==> src/rtl/water_reminder_pkg.sv <==
// Shared types and BCD helpers for the water-reminder scheduler.
// Values are 2-digit BCD {tens, ones}; the missed count is a single saturating digit.
package water_reminder_pkg;

   typedef enum logic [1:0] {
      IDLE   = 2'd0,
      COUNT  = 2'd1,
      ALERT  = 2'd2,
      SNOOZE = 2'd3
   } state_t;

   typedef logic [3:0] bcd_digit_t;
   typedef logic [7:0] bcd2_t;

   // Saturates at 00 so a stray decrement can never wrap to 99.
   function automatic bcd2_t bcd2_dec(input bcd2_t v);
      if (v == 8'h00)
         return 8'h00;
      else if (v[3:0] == 4'd0)
         return {v[7:4] - 4'd1, 4'd9};
      else
         return {v[7:4], v[3:0] - 4'd1};
   endfunction

   function automatic logic bcd2_valid_nonzero(input bcd2_t v);
      return (v[7:4] <= 4'd9) && (v[3:0] <= 4'd9) && (v != 8'h00);
   endfunction

   function automatic bcd_digit_t bcd_sat_inc(input bcd_digit_t d);
      return (d >= 4'd9) ? 4'd9 : d + 4'd1;
   endfunction

endpackage

==> src/rtl/water_reminder_scheduler_bcd2_down_counter.sv <==
// 2-digit BCD down counter holding the minutes remaining; load beats decrement.
// Zero/one flags are decoded from the registered value for the controller.
module bcd2_down_counter
   import water_reminder_pkg::*;
#(
   parameter bcd2_t RESET_VAL = 8'h30
) (
   input  logic  i_clk,
   input  logic  i_rst_n,
   input  logic  i_load,
   input  bcd2_t i_load_val,
   input  logic  i_dec,
   output bcd2_t o_value,
   output logic  o_zero,
   output logic  o_one
);

   bcd2_t r_value;

   always_ff @(posedge i_clk or negedge i_rst_n) begin
      if (!i_rst_n)
         r_value <= RESET_VAL;
      else if (i_load)
         r_value <= i_load_val;
      else if (i_dec)
         r_value <= bcd2_dec(r_value);
   end

   assign o_value = r_value;
   assign o_zero  = (r_value == 8'h00);
   assign o_one   = (r_value == 8'h01);

endmodule

==> src/rtl/water_reminder_scheduler.sv <==
// Water-reminder controller: BCD interval countdown, alert with timeout, snooze and missed count.
// All outputs registered; every event acts on the edge that samples it.
module water_reminder_scheduler
   import water_reminder_pkg::*;
#(
   parameter bcd2_t DEFAULT_INTERVAL = 8'h30,
   parameter bcd2_t SNOOZE_MIN       = 8'h05,
   parameter int    ALERT_TIMEOUT    = 2
) (
   input  logic       i_clk,
   input  logic       i_reset,
   input  logic       i_enable,
   input  logic       i_minute_tick,
   input  logic       i_load,
   input  logic [7:0] i_interval_bcd,
   input  logic       i_ack,
   input  logic       i_clear_missed,
   output logic       o_alert,
   output logic [7:0] o_remaining_bcd,
   output logic [3:0] o_missed_bcd,
   output logic [1:0] o_state,
   output logic       o_cfg_err
);

   localparam logic [3:0] TO_LIMIT = 4'(ALERT_TIMEOUT);

   state_t     r_state;
   logic       r_alert;
   logic       r_cfg_err;
   bcd2_t      r_interval;
   bcd_digit_t r_missed;
   logic [3:0] r_to_cnt;

   state_t     w_next_state;
   logic       w_load_ok;
   bcd2_t      w_interval_eff;
   logic       w_cnt_load;
   bcd2_t      w_cnt_load_val;
   logic       w_cnt_dec;
   logic [3:0] w_to_next;
   logic       w_miss_inc;
   bcd2_t      w_remaining;
   logic       w_zero;
   logic       w_one;

   assign w_load_ok      = i_load && bcd2_valid_nonzero(i_interval_bcd);
   // A valid load on the same edge as a reload must take effect immediately.
   assign w_interval_eff = w_load_ok ? i_interval_bcd : r_interval;

   bcd2_down_counter #(.RESET_VAL(DEFAULT_INTERVAL)) u_remaining (
      .i_clk      (i_clk),
      .i_rst_n    (i_reset),
      .i_load     (w_cnt_load),
      .i_load_val (w_cnt_load_val),
      .i_dec      (w_cnt_dec),
      .o_value    (w_remaining),
      .o_zero     (w_zero),
      .o_one      (w_one)
   );

   always_comb begin
      w_next_state   = r_state;
      w_cnt_load     = 1'b0;
      w_cnt_load_val = w_interval_eff;
      w_cnt_dec      = 1'b0;
      w_to_next      = r_to_cnt;
      w_miss_inc     = 1'b0;
      if (!i_enable) begin
         w_next_state = IDLE;
      end else begin
         case (r_state)
            IDLE: begin
               w_next_state = COUNT;
               w_cnt_load   = 1'b1;
            end
            COUNT: begin
               if (w_load_ok) begin
                  w_cnt_load = 1'b1;
               end else if (i_minute_tick && !w_zero) begin
                  w_cnt_dec = 1'b1;
                  if (w_one) begin
                     w_next_state = ALERT;
                     w_to_next    = 4'd0;
                  end
               end
            end
            ALERT: begin
               if (i_ack) begin
                  w_next_state = COUNT;
                  w_cnt_load   = 1'b1;
               end else if (i_minute_tick) begin
                  if (r_to_cnt + 4'd1 >= TO_LIMIT) begin
                     w_next_state   = SNOOZE;
                     w_cnt_load     = 1'b1;
                     w_cnt_load_val = SNOOZE_MIN;
                     w_to_next      = 4'd0;
                     w_miss_inc     = 1'b1;
                  end else begin
                     w_to_next = r_to_cnt + 4'd1;
                  end
               end
            end
            SNOOZE: begin
               if (i_ack) begin
                  w_next_state = COUNT;
                  w_cnt_load   = 1'b1;
               end else if (i_minute_tick && !w_zero) begin
                  w_cnt_dec = 1'b1;
                  if (w_one) begin
                     w_next_state = ALERT;
                     w_to_next    = 4'd0;
                  end
               end
            end
            default: w_next_state = IDLE;
         endcase
      end
   end

   always_ff @(posedge i_clk or negedge i_reset) begin
      if (!i_reset) begin
         r_state    <= IDLE;
         r_alert    <= 1'b0;
         r_cfg_err  <= 1'b0;
         r_interval <= DEFAULT_INTERVAL;
         r_missed   <= 4'd0;
         r_to_cnt   <= 4'd0;
      end else begin
         r_state   <= w_next_state;
         r_alert   <= (w_next_state == ALERT);
         r_cfg_err <= i_load && !w_load_ok;
         r_to_cnt  <= w_to_next;
         if (w_load_ok)
            r_interval <= i_interval_bcd;
         if (i_clear_missed)
            r_missed <= 4'd0;
         else if (w_miss_inc)
            r_missed <= bcd_sat_inc(r_missed);
      end
   end

   assign o_alert         = r_alert;
   assign o_remaining_bcd = w_remaining;
   assign o_missed_bcd    = r_missed;
   assign o_state         = r_state;
   assign o_cfg_err       = r_cfg_err;

endmodule

==> config.mk <==
export PLATFORM = sky130hd
export DESIGN_NAME = water_reminder_scheduler
export DESIGN_NICKNAME = d
export VERILOG_FILES = /design/src/rtl/water_reminder_pkg.sv /design/src/rtl/water_reminder_scheduler_bcd2_down_counter.sv /design/src/rtl/water_reminder_scheduler.sv
export SDC_FILE = /design/constraint.sdc
export NUM_CORES = 1
export LEC_CHECK = 0
export ABC_AREA = 1
export CAP_MARGIN = 20
export CORE_AREA = 2 2 91 67
export CTS_BUF_LIST = sky130_fd_sc_hd__clkbuf_16
export DETAILED_ROUTE_END_ITERATION = 7
export DIE_AREA = 0 0 93 69
export PLACE_DENSITY = 0.54
export SKIP_LAST_GASP = 1
export SLEW_MARGIN = 20
export SYNTH_ARGS = -nofsm -noshare
export SYNTH_HDL_FRONTEND = slang
export SYNTH_SLANG_ARGS = --single-unit
==> constraint.sdc <==
create_clock -name i_clk -period 1.9 [get_ports i_clk]
set_input_delay 0.38 -clock i_clk [delete_from_list [all_inputs] [get_ports i_clk]]
set_output_delay 0.38 -clock i_clk [all_outputs]
set_load 0.005 [all_outputs]
==> metrics.txt, run 1 <==
# TYPE chip_impl_metric gauge
chip_impl_info{name="outcome",value="finished clean"} 1
chip_impl_metric{name="area_grow_syn2layout",unit="%"} 36.5
chip_impl_metric{name="synth_xor_xnor_area_share",unit=""} 0.00929
chip_impl_metric{name="wire_length_of_the_first_global_routing_pass",unit="mm"} 7.69
chip_impl_metric{name="global_route.overflow_total",unit=""} 0
chip_impl_metric{name="globalplace.congestion",unit=""} 0.812
chip_impl_metric{name="design.portCount",unit=""} 31
chip_impl_metric{name="first_iter_violations",unit=""} 89
chip_impl_metric{name="drv.max_cap_violation_count",unit=""} 0
chip_impl_metric{name="n_fill_cell",unit=""} 558
chip_impl_info{name="synth.largest_area_cell",value="dfrtp_1"} 1
chip_impl_metric{name="tritoncts.num_buffers",unit=""} 3
chip_impl_metric{name="worst_ep_arrival_time",unit="ns"} 1.43
chip_impl_metric{name="power.density",unit="nW/um^2"} 733
chip_impl_info{name="grt_setup_unrepaired",value="no"} 1
chip_impl_metric{name="synth_adder_area_share",unit=""} 0.0398
chip_impl_metric{name="antennaDiodeCount",unit=""} 0
chip_impl_metric{name="dpl-instance-area",unit="sq um"} 2430
chip_impl_metric{name="drt-wirelength-per-cell",unit="microns"} 11.6
chip_impl_metric{name="route.final.wire_length",unit="mm"} 4.33
chip_impl_metric{name="post_drt_via_cell_ratio",unit=""} 4.59
chip_impl_metric{name="final_layout_size_suffix_gt1_frac",unit=""} 0.258
chip_impl_metric{name="area_share_of_the_largest_cell_type_after_synthesis",unit=""} 0.319
chip_impl_metric{name="holdWs",unit="ns"} 0.475
chip_impl_info{name="synth.area.top_cells",value="dfrtp_1, nand2_1, inv_1, nand3_1, dfstp_2"} 1
chip_impl_metric{name="yosys.cell_types.count",unit=""} 30
chip_impl_metric{name="vdd_ir_drop_max",unit="V"} 0.000352
chip_impl_metric{name="ctsHtreeMaxLevel",unit=""} 1
chip_impl_metric{name="multiInputGateArea",unit="sq um"} 1030
chip_impl_metric{name="path_clk_slew",unit="ns"} 0.07
chip_impl_info{name="critical_path.startpoint_type",value="flip-flop"} 1
chip_impl_metric{name="use_met3",unit=""} 0.0284
chip_impl_metric{name="synthSimpleGateAreaFrac",unit=""} 0.421
chip_impl_metric{name="global_route.usage.met1",unit=""} 0.221
chip_impl_metric{name="relSlewSlack",unit=""} 0.746
chip_impl_metric{name="finClkSkew",unit="ns"} 0.00689
chip_impl_metric{name="clkSinkCount",unit=""} 28
chip_impl_metric{name="finalCritPeriodShare",unit=""} 0.952
chip_impl_metric{name="dpl_worst_slack",unit="ns"} -0.177
chip_impl_info{name="cts.root.buffer_cell",value="clkbuf_16"} 1
chip_impl_metric{name="max_freq",unit="GHz"} 0.553
chip_impl_metric{name="synth-edff-count",unit=""} 0
chip_impl_info{name="criticalPathCategory",value="flip-flop to output pin"} 1
chip_impl_metric{name="asyncSetResetFlopFracSynth",unit=""} 1.00
chip_impl_metric{name="global_route.usage.total",unit=""} 0.147
chip_impl_metric{name="grt_max_degree",unit=""} 29
chip_impl_metric{name="antenna_violations_before_repair",unit=""} 0
chip_impl_metric{name="finalNetCount",unit=""} 321
chip_impl_metric{name="area.sequential",unit="sq um"} 707
chip_impl_metric{name="start_util",unit=""} 0.341
chip_impl_metric{name="synthesis.instances",unit=""} 244
chip_impl_metric{name="postSynthAreaPerCell",unit="sq um"} 7.73
chip_impl_metric{name="cts_max_path_buffers",unit=""} 2
chip_impl_metric{name="drtAntennaViolNets",unit=""} 0
chip_impl_metric{name="drc",unit=""} 0
chip_impl_metric{name="final_cell_area_excluding_filler_cells",unit="sq um"} 2570
chip_impl_metric{name="post_synth_mux_area_share",unit=""} 0
chip_impl_metric{name="synth.net_count",unit=""} 265
chip_impl_metric{name="final-hold-violation-count",unit=""} 0
chip_impl_info{name="tritoncts",value="done"} 1
chip_impl_metric{name="firstDrtPassIters",unit=""} 7
chip_impl_metric{name="die_area",unit="sq um"} 6420
chip_impl_metric{name="critical_path_required",unit="ns"} 1.52
chip_impl_metric{name="mappedNetlistArea",unit="sq um"} 1890
chip_impl_info{name="worst_hold_path_type",value="flip-flop to flip-flop"} 1
chip_impl_metric{name="insertion_delay",unit="ns"} 0.27
chip_impl_info{name="ys_dominant_reg_cell",value="dfrtp_1"} 1
chip_impl_metric{name="setup_viol",unit=""} 0
chip_impl_metric{name="cp_max_fo",unit=""} 4
chip_impl_info{name="globalRoute.busiestLayer",value="met2"} 1
chip_impl_metric{name="grt_pass1_vias",unit=""} 1643
chip_impl_metric{name="ys_seq_elements",unit=""} 28
chip_impl_metric{name="via_count",unit=""} 1716
chip_impl_metric{name="use_met2",unit=""} 0.223
chip_impl_metric{name="die_h",unit="microns"} 69
chip_impl_metric{name="postCtsHoldBufs",unit=""} 0
chip_impl_metric{name="transition_time_at_the_pin_with_the_least_slew_margin",unit="ns"} 0.380
chip_impl_metric{name="yosysWarnings",unit=""} 0
chip_impl_metric{name="numPortBuffers",unit=""} 30
chip_impl_metric{name="core",unit="sq um"} 5530
chip_impl_metric{name="post-route-worst-setup-slack",unit="ns"} 0.0918
chip_impl_metric{name="die_extent_in_x",unit="microns"} 93
chip_impl_info{name="dominant_combinational_cell_family_by_area_after_synthesis",value="simple AND/OR/NAND/NOR gates"} 1
chip_impl_metric{name="row_count",unit=""} 23
chip_impl_metric{name="cellLeakagePower",unit="nW"} 1.27
chip_impl_metric{name="complex_gate_fraction_of_the_synthesized_area",unit=""} 0.0624
chip_impl_metric{name="place.detailed.hpwl",unit="mm"} 3.32
chip_impl_metric{name="slew_viol_final",unit=""} 0
chip_impl_metric{name="layout_min_cycle_time",unit="ns"} 1.81
chip_impl_info{name="timing.critical_path.to_type",value="output pin"} 1
chip_impl_metric{name="sequential_to_total_area_share_from_yosys_stat",unit=""} 0.374
-- kinds of logic (layout without fill, tap and decap cells) --
family | Yosys count | count (layout)
simple gates | 148 | 148
buf+inv | 41 | 96
flops | 28 | 28
compound gates | 19 | 19
fa+ha+maj | 6 | 6
xor+xnor | 2 | 2
-- synth_stat cells (2+ instances only) --
| cell | count |
|---|---|
| nand2_1 | 57 |
| inv_1 | 34 |
| nand3_1 | 25 |
| dfrtp_1 | 24 |
| nor2_1 | 20 |
| nand2_2 | 15 |
| nand4_1 | 8 |
| o21ai_0 | 7 |
| ha_1 | 6 |
| nand2_4 | 6 |
| a21oi_1 | 5 |
| nor2_4 | 5 |
| dfstp_2 | 4 |
| inv_2 | 3 |
| nor3_1 | 3 |
| o21ai_1 | 3 |
| buf_6 | 2 |
| nand3_2 | 2 |
| nand3_4 | 2 |
| nor2_2 | 2 |
| o21ai_2 | 2 |
-- cells in the final DEF, fill, tap and decap left out, drive strengths merged --
cell	instances
xor2	1
nor3b	1
clkdlybuf4s50	30
a31oi	1
nand3	29
nor3	4
bufinv	1
o21bai	1
nand4	8
dfrtp	24
ha	6
clkbuf	3
or2	1
buf	24
o21ai	12
inv	38
xnor2	1
nor2	27
dfstp	4
nand2	78
a21oi	5
-- flip-flops by register name, summed over array words and instances, names as in the netlist --
name and cells:
r_interval 8, r_to_cnt 4, o_cfg_err 1, o_alert 1, o_state 2, u_remaining.o_value 8
o_missed_bcd 4
-- worst max-delay path, cell delays in order (launching register included) --
cell	delay (ns)
dfstp_2	0.57
buf_4	0.11
clkdlybuf4s50_1	0.48
-- per-layer routing --
metal | vias up | share of wire | wire length (microns)
met5 | - | 0 | 0
met3 | 5 | 0.041 | 176
li1 | 893 | - | -
met4 | 0 | 0.0058 | 25
met2 | 36 | 0.43 | 1870
met1 | 782 | 0.52 | 2260
-- path summary, 6_finish.rpt --
| path | from | endpoint | slack, ns | cells past startpoint |
|---|---|---|---|---|
| worst max-delay path | u_remaining.o_value[4]$_DFFE_PN1P_ | o_remaining_bcd[4] | 0.09 | 2 |
| worst min register to register | r_interval[0]$_DFF_PN0_ | r_interval[0]$_DFF_PN0_ | 0.48 | 2 |
| max in group asynchronous | i_reset | r_interval[4]$_DFF_PN1_ | 1.09 | 2 |
| min in group asynchronous | i_reset | o_cfg_err$_DFF_PN0_ | 0.50 | 2 |
| worst min-delay path | r_interval[0]$_DFF_PN0_ | r_interval[0]$_DFF_PN0_ | 0.48 | 2 |
| worst max register to register | u_remaining.o_value[4]$_DFFE_PN1P_ | u_remaining.o_value[7]$_DFFE_PN0P_ | 0.15 | 11 |
-- power by group --
group          internal (W)  switching, W  leakage, nW
sequential         0.000683     0.0000628        0.332
clock              0.000420      0.000211       0.0511
combinational      0.000255      0.000255        0.891
total               0.00136      0.000528         1.27
-- area by class of cell --
| class | instances | share of cell area |
|---|---|---|
| clock buffer | 3 | 0.0292 |
| clock inverter | 1 | 0.0117 |
| inverter | 38 | 0.0574 |
| multi-input combinational | 175 | 0.399 |
| sequential | 28 | 0.275 |
| tap | 75 | 0.0365 |
| timing repair buffer | 54 | 0.192 |
-- per-stage QoR --
stage	utilization	total power, W	TNS (ns)	cells
floorplan	-	0.00103	0	244
global placement	0.439	0.00125	-1.85	368
detailed placement	0.439	0.00125	-1.85	368
CTS	0.458	0.00190	0	372
global route	0.466	0.00201	0	374
finish	0.466	0.00189	0	374
-- timing repair --
item | CTS | global route
endpoints found under the setup margin | 0 | 16
resized for setup | 0 | 8
buffers inserted | 0 | 2
(Power assumes the default switching activity.)
==> run 2: changes to the inputs <==
--- a/config.mk
+++ b/config.mk
@@ -11,7 +11,7 @@
 export CTS_BUF_LIST = sky130_fd_sc_hd__clkbuf_16
 export DETAILED_ROUTE_END_ITERATION = 7
 export DIE_AREA = 0 0 93 69
-export PLACE_DENSITY = 0.54
+export SKIP_CTS_REPAIR_TIMING = 1
 export SKIP_LAST_GASP = 1
 export SLEW_MARGIN = 20
 export SYNTH_ARGS = -nofsm -noshare
==> metrics.txt, run 2 (synthesis gave the netlist of run 1 again) <==
# TYPE chip_impl_metric gauge
chip_impl_metric{name="antennaDiodeCount",unit=""} 0
chip_impl_metric{name="grt_max_degree",unit=""} 29
chip_impl_metric{name="finish.cell_count_without_fillers",unit=""} 371
chip_impl_metric{name="die_extent_in_x",unit="microns"} 93
chip_impl_metric{name="multiInputGateArea",unit="sq um"} 1030
chip_impl_metric{name="via_count",unit=""} 1679
chip_impl_metric{name="clkSinkCount",unit=""} 28
chip_impl_metric{name="global_route.usage.total",unit=""} 0.138
chip_impl_metric{name="start_util",unit=""} 0.341
chip_impl_metric{name="route.final.wire_length",unit="mm"} 4.22
chip_impl_metric{name="cts_max_path_buffers",unit=""} 2
chip_impl_metric{name="cp_max_fo",unit=""} 6
chip_impl_metric{name="max_freq",unit="GHz"} 0.565
chip_impl_metric{name="first_iter_violations",unit=""} 70
chip_impl_metric{name="finClkSkew",unit="ns"} 0.00197
chip_impl_metric{name="critical_path_required",unit="ns"} 2.05
chip_impl_metric{name="row_count",unit=""} 23
chip_impl_metric{name="r2r_slack",unit="ns"} 0.13
chip_impl_metric{name="placed_cells_incl_taps",unit=""} 366
chip_impl_metric{name="ctsHtreeMaxLevel",unit=""} 1
chip_impl_info{name="worst_hold_path_type",value="flip-flop to flip-flop"} 1
chip_impl_metric{name="global_route.overflow_total",unit=""} 0
chip_impl_metric{name="grt_pass1_vias",unit=""} 1533
chip_impl_metric{name="critPathMaxStageDelay",unit="ns"} 0.55
chip_impl_metric{name="power.density",unit="nW/um^2"} 689
chip_impl_metric{name="firstDrtPassIters",unit=""} 4
chip_impl_metric{name="area.sequential",unit="sq um"} 707
chip_impl_metric{name="relSlewSlack",unit=""} 0.745
chip_impl_metric{name="dpl_worst_slack",unit="ns"} -0.192
chip_impl_metric{name="post_drt_via_cell_ratio",unit=""} 4.53
chip_impl_info{name="crit_slowest_cell",value="dfstp_2"} 1
chip_impl_metric{name="drv.max_cap_violation_count",unit=""} 0
chip_impl_metric{name="final_layout_size_suffix_gt1_frac",unit=""} 0.240
chip_impl_metric{name="whs_path_depth",unit=""} 2
chip_impl_info{name="tritoncts",value="done"} 1
chip_impl_info{name="grt_setup_unrepaired",value="no"} 1
chip_impl_metric{name="transition_time_at_the_pin_with_the_least_slew_margin",unit="ns"} 0.382
chip_impl_metric{name="core",unit="sq um"} 5530
chip_impl_metric{name="cellLeakagePower",unit="nW"} 1.25
chip_impl_info{name="start_point_of_the_worst_min_delay_path",value="r_interval[0]$_DFF_PN0_"} 1
chip_impl_metric{name="critical_path_depth",unit=""} 11
chip_impl_metric{name="drc",unit=""} 0
chip_impl_metric{name="critical_path_buf_inv_count",unit=""} 2
chip_impl_info{name="endpoint_of_the_worst_hold_timing_path",value="r_interval[0]$_DFF_PN0_"} 1
chip_impl_metric{name="design.portCount",unit=""} 31
chip_impl_info{name="r2r_start",value="u_remaining.o_value[4]$_DFFE_PN1P_"} 1
chip_impl_metric{name="insertion_delay",unit="ns"} 0.26
chip_impl_info{name="r2r-end",value="u_remaining.o_value[7]$_DFFE_PN0P_"} 1
chip_impl_metric{name="drt-wirelength-per-cell",unit="microns"} 11.4
chip_impl_metric{name="antenna_violations_before_repair",unit=""} 0
chip_impl_metric{name="drtAntennaViolNets",unit=""} 0
chip_impl_info{name="cts.root.buffer_cell",value="clkbuf_16"} 1
chip_impl_metric{name="tns",unit="ns"} 0
chip_impl_metric{name="finalCritPeriodShare",unit=""} 0.931
chip_impl_info{name="criticalPathCategory",value="flip-flop to flip-flop"} 1
chip_impl_info{name="critPathTopFamily",value="simple AND/OR/NAND/NOR gates"} 1
chip_impl_metric{name="slew_viol_final",unit=""} 0
chip_impl_metric{name="vdd_ir_drop_max",unit="V"} 0.000389
chip_impl_metric{name="worst_ep_arrival_time",unit="ns"} 1.92
chip_impl_info{name="timing.critical_path.to_type",value="flip-flop"} 1
chip_impl_metric{name="area_grow_syn2layout",unit="%"} 33.8
chip_impl_metric{name="wire_length_of_the_first_global_routing_pass",unit="mm"} 7.19
chip_impl_metric{name="die_h",unit="microns"} 69
chip_impl_info{name="final_cell_mix",value="nand2_1, inv_1, clkdlybuf4s50_1, nand3_1, dfrtp_1"} 1
chip_impl_metric{name="fin_util",unit=""} 0.457
chip_impl_metric{name="post-route-worst-setup-slack",unit="ns"} 0.132
chip_impl_metric{name="path_clk_slew",unit="ns"} 0.07
chip_impl_info{name="leading_cell_type_in_the_layout_fill_and_taps_excluded",value="nand2_1"} 1
chip_impl_metric{name="numPortBuffers",unit=""} 30
chip_impl_metric{name="die_area",unit="sq um"} 6420
chip_impl_info{name="crit_chain",value="inv_1 > ha_1 > nor3b_2 > nand2_1 > nand2_1 > nor2_4 > nand2_4 > inv_6 > nand2_4 > nand3_1 > nand3_1"} 1
chip_impl_metric{name="setup_viol",unit=""} 0
chip_impl_metric{name="finalNetCount",unit=""} 318
chip_impl_info{name="timing.critical_path.from",value="u_remaining.o_value[4]$_DFFE_PN1P_"} 1
chip_impl_metric{name="tritoncts.num_buffers",unit=""} 3
chip_impl_metric{name="final-hold-violation-count",unit=""} 0
chip_impl_info{name="outcome",value="finished clean"} 1
chip_impl_metric{name="timing.reg2reg.worst_path_depth",unit=""} 11
chip_impl_metric{name="globalplace.congestion",unit=""} 0.779
chip_impl_info{name="critical_path.startpoint_type",value="flip-flop"} 1
chip_impl_metric{name="place.detailed.hpwl",unit="mm"} 3.30
chip_impl_metric{name="layout_min_cycle_time",unit="ns"} 1.77
chip_impl_metric{name="n_fill_cell",unit=""} 563
run 2: area by class of cell:
class | count | share of cell area
multi-input combinational | 175 | 0.407
sequential | 28 | 0.280
timing repair buffer | 51 | 0.186
inverter | 38 | 0.0585
tap | 75 | 0.0372
clock buffer | 3 | 0.0297
clock inverter | 1 | 0.00149
run 2: routing by layer:
layer	global-route usage	vias to the layer above	routed length [microns]
met5	0	-	0
met4	0.0294	0	36
met3	0.0251	5	123
met2	0.210	21	1880
met1	0.203	777	2180
li1	-	876	-
run 2: tightest hold or removal path, delay by kind of cell (launching register included):
| family | cells | cell delay, ns |
|---|---|---|
| DFF | 1 | 0.33 |
| and+or+nand+nor | 2 | 0.12 |
run 2: worst max path at each step:
| stage | to |
|---|---|
| after floorplan | u_remaining.o_value[6]$_DFFE_PN0P_ |
| after global placement | u_remaining.o_value[0]$_DFFE_PN0P_ |
| after detailed placement | u_remaining.o_value[0]$_DFFE_PN0P_ |
| after CTS | u_remaining.o_value[0]$_DFFE_PN0P_ |
| after global routing | u_remaining.o_value[7]$_DFFE_PN0P_ |
| final | u_remaining.o_value[7]$_DFFE_PN0P_ |
run 2: report_power, final:
group	leakage (nW)	internal, W	switching (W)
Combinational	0.878	0.000249	0.000250
Clock	0.0385	0.000283	0.000210
Sequential	0.332	0.000683	0.0000633
run 2: metrics by stage:
stage	hold slack, ns	cell area, sq um	power [W]
finish	0.484	2520	0.00174
global route	0.507	2520	0.00186
CTS	0.486	2490	0.00175
detailed placement	0.468	2410	0.00125
global placement	0.457	2410	0.00125
floorplan	0.0844	1890	0.00103
